--- src/rtl/xbar_rtn_rob_if.sv ---
// Bundle of the allocation, bank-return and in-order drain signals of the
// crossbar return reorder buffer.
interface xbar_rtn_rob_if #(
    parameter int CH_NUM    = 4,
    parameter int ROB_DEPTH = 8,
    parameter int DATA_W    = 128
);
    localparam int CH_W  = $clog2(CH_NUM);
    localparam int ROB_W = $clog2(ROB_DEPTH);

    logic [CH_NUM-1:0]        ch_alloc_valid_i;
    logic [CH_NUM-1:0]        ch_alloc_ready_o;
    logic [CH_NUM*ROB_W-1:0]  ch_alloc_rob_num_o;

    logic                     sc_xbar_valid_i;
    logic                     sc_xbar_ready_o;
    logic [CH_W-1:0]          sc_xbar_channel_id_i;
    logic [ROB_W-1:0]         sc_xbar_rob_num_i;
    logic [DATA_W-1:0]        sc_xbar_data_i;

    logic [CH_NUM-1:0]        xbar_ch_rtn_valid_o;
    logic [CH_NUM-1:0]        xbar_ch_rtn_ready_i;
    logic [CH_NUM*DATA_W-1:0] xbar_ch_rtn_data_o;

    logic                     rob_err_o;

    modport master (
        output ch_alloc_valid_i,
        input  ch_alloc_ready_o,
        input  ch_alloc_rob_num_o,
        output sc_xbar_valid_i,
        input  sc_xbar_ready_o,
        output sc_xbar_channel_id_i,
        output sc_xbar_rob_num_i,
        output sc_xbar_data_i,
        input  xbar_ch_rtn_valid_o,
        output xbar_ch_rtn_ready_i,
        input  xbar_ch_rtn_data_o,
        input  rob_err_o
    );

    modport slave (
        input  ch_alloc_valid_i,
        output ch_alloc_ready_o,
        output ch_alloc_rob_num_o,
        input  sc_xbar_valid_i,
        output sc_xbar_ready_o,
        input  sc_xbar_channel_id_i,
        input  sc_xbar_rob_num_i,
        input  sc_xbar_data_i,
        output xbar_ch_rtn_valid_o,
        input  xbar_ch_rtn_ready_i,
        output xbar_ch_rtn_data_o,
        output rob_err_o
    );
endinterface

--- src/rtl/xbar_rtn_rob.sv ---
// Per-channel return reorder buffer: bank returns arrive tagged in any order
// and are released to each crossbar channel strictly in allocation order.
module xbar_rtn_rob #(
    parameter int CH_NUM    = 4,
    parameter int ROB_DEPTH = 8,
    parameter int DATA_W    = 128
) (
    input logic           clk_i,
    input logic           rst_i,
    xbar_rtn_rob_if.slave bus
);
    localparam int CH_W  = $clog2(CH_NUM);
    localparam int ROB_W = $clog2(ROB_DEPTH);
    localparam logic [ROB_W:0] FULL_CNT = (ROB_W + 1)'(ROB_DEPTH);

    logic [ROB_W-1:0]     alloc_ptr [CH_NUM];
    logic [ROB_W-1:0]     ret_ptr   [CH_NUM];
    logic [ROB_W:0]       cnt       [CH_NUM];
    logic [ROB_DEPTH-1:0] busy      [CH_NUM];
    logic [ROB_DEPTH-1:0] done      [CH_NUM];
    logic [DATA_W-1:0]    mem       [CH_NUM][ROB_DEPTH];

    logic                 sc_ready_q;
    logic                 rob_err_q;

    logic [CH_W-1:0]      fill_ch;
    logic [ROB_W-1:0]     fill_slot;
    logic                 fill_req;
    logic                 fill_ok;
    logic [CH_NUM-1:0]    alloc_fire;
    logic [CH_NUM-1:0]    drain_fire;

    assign fill_ch   = bus.sc_xbar_channel_id_i;
    assign fill_slot = bus.sc_xbar_rob_num_i;

    // A fill is legal only into a slot that is allocated and not yet written;
    // this also rejects a fill aimed at the head slot while it is retiring.
    always_comb begin
        fill_req   = bus.sc_xbar_valid_i && sc_ready_q;
        fill_ok    = fill_req && busy[fill_ch][fill_slot] && !done[fill_ch][fill_slot];
        alloc_fire = '0;
        drain_fire = '0;
        for (int c = 0; c < CH_NUM; c++) begin
            alloc_fire[c] = bus.ch_alloc_valid_i[c] && (cnt[c] != FULL_CNT);
            drain_fire[c] = done[c][ret_ptr[c]] && bus.xbar_ch_rtn_ready_i[c];
        end
    end

    always_comb begin
        bus.ch_alloc_ready_o    = '0;
        bus.ch_alloc_rob_num_o  = '0;
        bus.xbar_ch_rtn_valid_o = '0;
        bus.xbar_ch_rtn_data_o  = '0;
        for (int c = 0; c < CH_NUM; c++) begin
            bus.ch_alloc_ready_o[c]                       = (cnt[c] != FULL_CNT);
            bus.ch_alloc_rob_num_o[c*ROB_W +: ROB_W]      = alloc_ptr[c];
            bus.xbar_ch_rtn_valid_o[c]                    = done[c][ret_ptr[c]];
            bus.xbar_ch_rtn_data_o[c*DATA_W +: DATA_W]    = mem[c][ret_ptr[c]];
        end
    end

    assign bus.sc_xbar_ready_o = sc_ready_q;
    assign bus.rob_err_o       = rob_err_q;

    // Alloc and retire can only hit the same slot when the channel is empty
    // or full, and in both cases one of them is blocked, so the bit updates
    // below never collide.
    always_ff @(posedge clk_i) begin
        if (rst_i) begin
            sc_ready_q <= 1'b0;
            rob_err_q  <= 1'b0;
            for (int c = 0; c < CH_NUM; c++) begin
                alloc_ptr[c] <= '0;
                ret_ptr[c]   <= '0;
                cnt[c]       <= '0;
                busy[c]      <= '0;
                done[c]      <= '0;
            end
        end else begin
            sc_ready_q <= 1'b1;
            if (fill_req && !fill_ok) begin
                rob_err_q <= 1'b1;
            end
            for (int c = 0; c < CH_NUM; c++) begin
                if (alloc_fire[c]) begin
                    busy[c][alloc_ptr[c]] <= 1'b1;
                    alloc_ptr[c]          <= alloc_ptr[c] + 1'b1;
                end
                if (drain_fire[c]) begin
                    busy[c][ret_ptr[c]] <= 1'b0;
                    done[c][ret_ptr[c]] <= 1'b0;
                    ret_ptr[c]          <= ret_ptr[c] + 1'b1;
                end
                case ({alloc_fire[c], drain_fire[c]})
                    2'b10:   cnt[c] <= cnt[c] + 1'b1;
                    2'b01:   cnt[c] <= cnt[c] - 1'b1;
                    default: cnt[c] <= cnt[c];
                endcase
            end
            if (fill_ok) begin
                done[fill_ch][fill_slot] <= 1'b1;
            end
        end
    end

    always_ff @(posedge clk_i) begin
        if (!rst_i && fill_ok) begin
            mem[fill_ch][fill_slot] <= bus.sc_xbar_data_i;
        end
    end
endmodule

--- src/flat_wrapper.sv ---
// flat-port wrapper written by rule: the top's interface ports become plain ports
module xbar_rtn_rob_flat 
#(
    parameter int CH_NUM    = 4,
    parameter int ROB_DEPTH = 8,
    parameter int DATA_W    = 128
)
  (clk_i, rst_i, bus_ch_alloc_valid_i, bus_ch_alloc_ready_o, bus_ch_alloc_rob_num_o, bus_sc_xbar_valid_i, bus_sc_xbar_ready_o, bus_sc_xbar_channel_id_i, bus_sc_xbar_rob_num_i, bus_sc_xbar_data_i, bus_xbar_ch_rtn_valid_o, bus_xbar_ch_rtn_ready_i, bus_xbar_ch_rtn_data_o, bus_rob_err_o);
  xbar_rtn_rob_if #(.CH_NUM(CH_NUM), .ROB_DEPTH(ROB_DEPTH), .DATA_W(DATA_W)) bus_i ();
  input logic clk_i;
  input logic rst_i;
  input wire logic [$bits(bus_i.ch_alloc_valid_i)-1:0] bus_ch_alloc_valid_i;
  output wire logic [$bits(bus_i.ch_alloc_ready_o)-1:0] bus_ch_alloc_ready_o;
  output wire logic [$bits(bus_i.ch_alloc_rob_num_o)-1:0] bus_ch_alloc_rob_num_o;
  input wire logic [$bits(bus_i.sc_xbar_valid_i)-1:0] bus_sc_xbar_valid_i;
  output wire logic [$bits(bus_i.sc_xbar_ready_o)-1:0] bus_sc_xbar_ready_o;
  input wire logic [$bits(bus_i.sc_xbar_channel_id_i)-1:0] bus_sc_xbar_channel_id_i;
  input wire logic [$bits(bus_i.sc_xbar_rob_num_i)-1:0] bus_sc_xbar_rob_num_i;
  input wire logic [$bits(bus_i.sc_xbar_data_i)-1:0] bus_sc_xbar_data_i;
  output wire logic [$bits(bus_i.xbar_ch_rtn_valid_o)-1:0] bus_xbar_ch_rtn_valid_o;
  input wire logic [$bits(bus_i.xbar_ch_rtn_ready_i)-1:0] bus_xbar_ch_rtn_ready_i;
  output wire logic [$bits(bus_i.xbar_ch_rtn_data_o)-1:0] bus_xbar_ch_rtn_data_o;
  output wire logic [$bits(bus_i.rob_err_o)-1:0] bus_rob_err_o;
  assign bus_i.ch_alloc_valid_i = bus_ch_alloc_valid_i;
  assign bus_ch_alloc_ready_o = bus_i.ch_alloc_ready_o;
  assign bus_ch_alloc_rob_num_o = bus_i.ch_alloc_rob_num_o;
  assign bus_i.sc_xbar_valid_i = bus_sc_xbar_valid_i;
  assign bus_sc_xbar_ready_o = bus_i.sc_xbar_ready_o;
  assign bus_i.sc_xbar_channel_id_i = bus_sc_xbar_channel_id_i;
  assign bus_i.sc_xbar_rob_num_i = bus_sc_xbar_rob_num_i;
  assign bus_i.sc_xbar_data_i = bus_sc_xbar_data_i;
  assign bus_xbar_ch_rtn_valid_o = bus_i.xbar_ch_rtn_valid_o;
  assign bus_i.xbar_ch_rtn_ready_i = bus_xbar_ch_rtn_ready_i;
  assign bus_xbar_ch_rtn_data_o = bus_i.xbar_ch_rtn_data_o;
  assign bus_rob_err_o = bus_i.rob_err_o;
  xbar_rtn_rob #(.CH_NUM(CH_NUM), .ROB_DEPTH(ROB_DEPTH), .DATA_W(DATA_W)) u_core (.clk_i(clk_i), .rst_i(rst_i), .bus(bus_i));
endmodule
--- config.mk ---
export PLATFORM = sky130hd
export DESIGN_NAME = xbar_rtn_rob_flat
export DESIGN_NICKNAME = d
export VERILOG_FILES = /design/src/rtl/xbar_rtn_rob_if.sv /design/src/rtl/xbar_rtn_rob.sv /design/src/flat_wrapper.sv
export SDC_FILE = /design/constraint.sdc
export NUM_CORES = 2
export LEC_CHECK = 0
export ABC_AREA = 1
export CAP_MARGIN = 40
export CORE_ASPECT_RATIO = 0.75
export CORE_UTILIZATION = 50
export CTS_BUF_LIST = sky130_fd_sc_hd__clkbuf_8
export CTS_CLUSTER_SIZE = 40
export DETAILED_ROUTE_END_ITERATION = 10
export PLACE_DENSITY = 0.68
export SLEW_MARGIN = 10
export SYNTH_ARGS = -nofsm -noshare
export SYNTH_HDL_FRONTEND = slang
export SYNTH_MEMORY_MAX_BITS = 65536
export SYNTH_SLANG_ARGS = --single-unit
--- constraint.sdc ---
create_clock -name clk_i -period 7.2 [get_ports clk_i]
set_input_delay 1.08 -clock clk_i [delete_from_list [all_inputs] [get_ports clk_i]]
set_output_delay 1.08 -clock clk_i [all_outputs]
set_load 0.1 [all_outputs]
---- Word level (Yosys, flattened, before mapping) ----
Memories as Yosys holds them, arrays and structs flattened.
Index checks and enable logic that the tools add are counted.
W data, S select, Z words.
cells by class
  multiplexer cells ....................... 236
  add/sub/neg operators ................... 16
  bitwise operators ....................... 121
  order comparisons ....................... 24
  reduce and logical (&&, ||, !) cells .... 30
  equal/unequal tests ..................... 12
operators by type and width
  cell                   number
  $bmux W128 S3          4
  $mux W128              9
  $mux W1024             1
  $demux W128 S3         1
  $mux W1                177
  $or A1 B1 Y1           116
  $mux W8                9
  $mux W4                12
  $lt A3 B4 Y1 const B   9
  $demux W1 S3           9
  $ge A3 B1 Y1 const B   9
  $add A3 B1 Y3 const B  8
  $mux W3                8
  $logic_and A1 B1 Y1    23
  $ge A4 B4 Y1 const B   5
  $not A3 Y4             5
  $bmux W1 S3            6
  $add A4 B1 Y4 const B  4
  $ne A4 B4 Y1 const B   4
  $sub A4 B1 Y4 const B  4
  $eq A2 B1 Y1 const B   4
  $eq A2 B2 Y1 const B   4
  $reduce_or A2 Y1       4
  $lt A4 B1 Y1 const B   1
  $logic_not A1 Y1       3
word-level totals
  input bits .............................. 144
  RAM bits ................................ 4,200
  memories kept ........................... 6
  register bits ........................... 2
  logic and storage cells ................. 447
memories
  memory            depth  bits a word  read ports  clocked after memory_dff  wr ports  line                text
  u_core.mem        4      1,024        4           0                         1         xbar_rtn_rob.sv:21  logic [DATA_W-1:0] mem [CH_NUM][ROB_DEPTH];
  u_core.busy       4      8            1           0                         4         xbar_rtn_rob.sv:19  logic [ROB_DEPTH-1:0] busy [CH_NUM];
  u_core.done       4      8            5           0                         5         xbar_rtn_rob.sv:20  logic [ROB_DEPTH-1:0] done [CH_NUM];
  u_core.cnt        4      4            4           0                         4         xbar_rtn_rob.sv:18  logic [ROB_W:0] cnt [CH_NUM];
  u_core.alloc_ptr  4      3            4           0                         4         xbar_rtn_rob.sv:16  logic [ROB_W-1:0] alloc_ptr [CH_NUM];
  u_core.ret_ptr    4      3            4           0                         4         xbar_rtn_rob.sv:17  logic [ROB_W-1:0] ret_ptr [CH_NUM];

---- Depth between registers and ports, before layout ----
  depth in word-level cells ............... 10
  mapped depth ............................ 17

---- Worst setup path after synthesis ----
No wires, ideal clock.
  path type ............................... input to register
  start point ............................. in bus_sc_xbar_channel_id_i[1]
  end point ............................... mem u_core.mem[0][1000] (netlist bit), enable pin
  setup time .............................. 480 ps
  data arrival time ....................... 4,801 ps
  stages on the path ...................... 13
  slack ................................... 1,918 ps
  cells stage by stage .................... buf_4 inv_2 buf_2 nand2_1 nand2_1 nand2_1 nand2_1 nor2_1 nand3_1 nor2_4 buf_6 nand4_1 inv_1
between the ends
  word-level cells in the longest chain between the ends .. 8
ends and longest elaborated chain
  item                                                            line                 text
  from (decl)                                                     flat_wrapper.sv:17   input wire logic [$bits(bus_i.sc_xbar_channel_id_i)-1:0] bus_sc_xbar_channel_id_i;
  $mem_v2 Z4 W8 (on tied branches)                                --
  $bmux W1 S3                                                     xbar_rtn_rob.sv:40   fill_ok = fill_req && busy[fill_ch][fill_slot] && !done[fill_ch][fill_slot];
  $mux W1 (implied by the code)                                   xbar_rtn_rob.sv:40
  $logic_and A1 B1 Y1 / $logic_not A1 Y1 (equally long branches)  xbar_rtn_rob.sv:40
  $logic_and A1 B1 Y1                                             xbar_rtn_rob.sv:40
  $logic_and A1 B1 Y1                                             xbar_rtn_rob.sv:107  if (!rst_i && fill_ok) begin
  $mux W1                                                         xbar_rtn_rob.sv:107
  $mux W1024 (implied by the code)                                xbar_rtn_rob.sv:108  mem[fill_ch][fill_slot] <= bus.sc_xbar_data_i;
  to (decl)                                                       xbar_rtn_rob.sv:21
Parallel ways exist; a longest one is shown, timed or not. The select of a mux whose other input is x is not followed.

==> summary.md <==
| Metric | Value |
|---|---|
| Outcome | `finished, final reports clean` |
| Global-route wire length before repair | `701 mm` |
| Cell row count | `179` |
| Top cells by count, synth | `edfxtp_1 (4,168), o21ai_0 (2,046), nor2_1 (1,647)` |
| Netlist Area Pre-Place | `161,000 um^2` |
| Final period utilization | `82.8%` |
| Sw power | `0.0152 W` |
| Max-slew violations | `0` |
| Number of remaining DRC errors | `0` |
| Final Hold Viols | `0` |
| Cells after Synth | `10,800` |
| Max-slew headroom | `28.2%` |
| Synthesized net count | `11,000` |
| Final design utilization | `61.2%` |
| Final Total Pwr | `0.0535 W` |
| YS warnings | `0` |
| Worst-margin pin slew | `1080 ps` |
| Final setup viols | `0` |
| # port buffers | `677` |
| Clk_lat worst skew | `1070 ps` |
| Final Skew | `81.6 ps` |
| Clk buf depth | `4` |
| Clock Tree Root | `clkbuf_8` |
| Slowest-stage cell, CP | `clkdlybuf4s50_1` |
| Total iterations of the first detailed-routing run | `8` |
| Critical-path maximum fanout | `172` |
| # hold bufs at CTS | `0` |
| RSZ-0062 raised after global routing | `no` |
| Most numerous cell in the Yosys netlist | `edfxtp_1` |
| CP Class | `register to primary output` |
| Avg Vias per Cell | `6.06` |
| F_max | `168 MHz` |
| Total global-route track usage | `29.7%` |
| Ys flop type | `edfxtp_1` |
| Vias | `103,000` |
| Clock Power Share | `33.4%` |
| Period minus WS final | `5960 ps` |
| DRT antenna net count | `0` |
| Setup bufs post-CTS | `0` |
| Sw Share | `28.4%` |
| Core area | `318,000 um^2` |
| Synth Register Bits | `4,202` |
| Sinks on Clock Net | `4,202` |
| CP startpoint kind | `register` |
| Total CTS buffers | `629` |
| Comb power frac | `16.2%` |
| Worst min path class | `primary input to register` |
| Chip height | `493 um` |
| Drt total wl | `494 mm` |
| Arrival @ worst endpoint | `4880 ps` |
| Number of global-route vias before repair | `99,400` |
| Yosys cell types | `35` |
| FF-to-FF setup slack | `2380 ps` |
| P_leak | `64.3 nW` |
| Max_cap viols | `0` |
| Area leader, netlist | `edfxtp_1` |
| Die width | `657 um` |
| Top-area cell type share of the netlist area | `77.9%` |
| Largest net degree at the start of global routing | `182` |
| CP max stage delay | `870 ps` |
| Worst R2R Path Depth | `17` |
| Avg Cell Area, Syn | `14.8 um^2` |
| WP data required | `6120 ps` |
| Hold depth | `2` |
| Htree depth | `6` |
| Final nets | `12,500` |
| PostCTS Resize Cnt | `0` |
| Violation count after the first detailed-route iteration | `15,000` |
| Worst Setup End Kind | `primary output` |
| Internal | `0.0383 W` |
| Maximum vdd ir drop | `0.225 mV` |
| Initial antenna violation count | `39` |
| Sequential share of power | `50.4%` |
| EDFF count, synth | `4,168` |
| DP HPWL | `298 mm` |
| Post-synth ARST share | `0%` |
| Initial Util | `50.5%` |
| Share of layout cells above drive strength 1 | `14.0%` |
| Pwr Density | `275 nW/um^2` |
| # IOs | `678` |
| Sequential fraction of the synthesis area | `78.3%` |
| Reg clk slew, reported paths | `60 ps` |
| Synth area leaders | `edfxtp_1 (78%), o21ai_0 (6.4%), o21a_1 (4.7%)` |
| Most frequent CP cell | `nor2_1` |
| Area Growth Syn to Fin | `21.3%` |
| CTS tree | `yes` |
| Wirelength per Cell | `29.0 um` |
| Setup total negative slack | `0 ps` |
| Total grt overflow | `0` |
| Critical path cell sequence | `buf_12 -> buf_4 -> nor2_1 -> nor2_1 -> o21ai_0 -> o2111ai_1 -> clkdlybuf4s50_1 -> buf_16` |
| Die ar. | `324,000 um^2` |
| Gpl congestion | `0.878` |
-- cells in the final DEF (no fill, tap or decap), drive strengths merged, types with 9 or more instances in the layout --
cell type / instances
o2111ai: 508
nand3: 54
edfxtp: 4168
clkinv: 197
o21a: 1016
o21ai: 2046
ha: 24
bufinv: 9
nand3b: 24
dfxtp: 34
nand2: 332
clkdlybuf4s50: 586
buf: 958
inv: 397
o211ai: 12
clkbuf: 648
nand4: 33
diode: 18
clkinvlp: 10
nor2: 1658
xnor2: 12
a21oi: 10
nor3: 9
xor2: 9
-- cell type report --
cell class | instances | area, um^2
multi-input combinational | 5768 | 31500
clock inverter | 444 | 2230
inverter | 169 | 847
clock buffer | 646 | 8890
tap | 4253 | 5320
sequential | 4202 | 126000
antenna | 18 | 45.0
timing repair buffer | 1546 | 20300
fill | 23100 | 124000
-- per-layer routing --
layer,global-route usage (%),up-vias,part of all wire [%]
li1,-,44200,-
met1,42.7,51600,41
met2,44.3,6582,44
met3,6.95,872,11
met4,11.5,10,4.0
met5,0,-,0.015
-- sequential cells by signal (all words and copies together), names as in the netlist --
register	count
u_core.mem	4096
u_core.busy	32
u_core.done	32
u_core.cnt	16
u_core.alloc_ptr	12
u_core.ret_ptr	12
u_core.bus.rob_err_o	1
u_core.bus.sc_xbar_ready_o	1
-- power groups by stage --
stage | Combinational, W | Sequential (W) | Clock, W
6_report | 0.00868 | 0.0270 | 0.0179
5_1_grt | 0.00890 | 0.0270 | 0.0190
4_1_cts | 0.00862 | 0.0270 | 0.0180
3_5_place_dp | 0.00859 | 0.0275 | 0
3_3_place_gp | 0.00698 | 0.0275 | 0
2_1_floorplan | 0.00442 | 0.0276 | 0
-- cells by family (layout without fill, tap and decap cells) --
family | count (synthesis) | in the layout | share of synthesized area (%)
flip-flops | 4202 | 4202 | 78.3
AO/OA/AOI/OAI | 3608 | 3608 | 14.0
AND/OR/NAND/NOR | 2112 | 2112 | 5.15
buffers and inverters | 874 | 2805 | 2.19
adder cells (fa/ha/maj) | 27 | 27 | 0.224
XOR/XNOR | 21 | 21 | 0.114
other | 0 | 18 | 0
-- worst paths after layout --
path / startpoint / end
setup / recovery: u_core.ret_ptr[0][9]$_SDFFCE_PN0P_ / bus_xbar_ch_rtn_data_o[420]
hold / removal: bus_sc_xbar_data_i[91] / u_core.mem[3][347]$_DFFE_PP_
hold reg to reg: u_core.done[3][1]$_DFF_P_ / u_core.done[3][1]$_DFF_P_
setup reg to reg: u_core.ret_ptr[0][0]$_SDFFCE_PN0P_ / u_core.cnt[0][3]$_SDFFCE_PN0P_
-- worst max-delay path, delay by kind of cell, from the launching register on --
family,cells,cell delay (ps)
compound gates,2,350
simple gates,2,240
flops,1,600
buf+inv,4,2310
-- per-stage QoR --
stage	cells	area (um^2)	setup slack, ps	hold slack [ps]
4_1_cts	17000	195000	1240	454
3_5_place_dp	15900	184000	1560	479
2_1_floorplan	10800	161000	1920	448
3_3_place_gp	15400	174000	1590	484
6_report	17000	195000	1240	481
5_1_grt	17000	195000	1130	448
(Power assumes the default switching activity.)
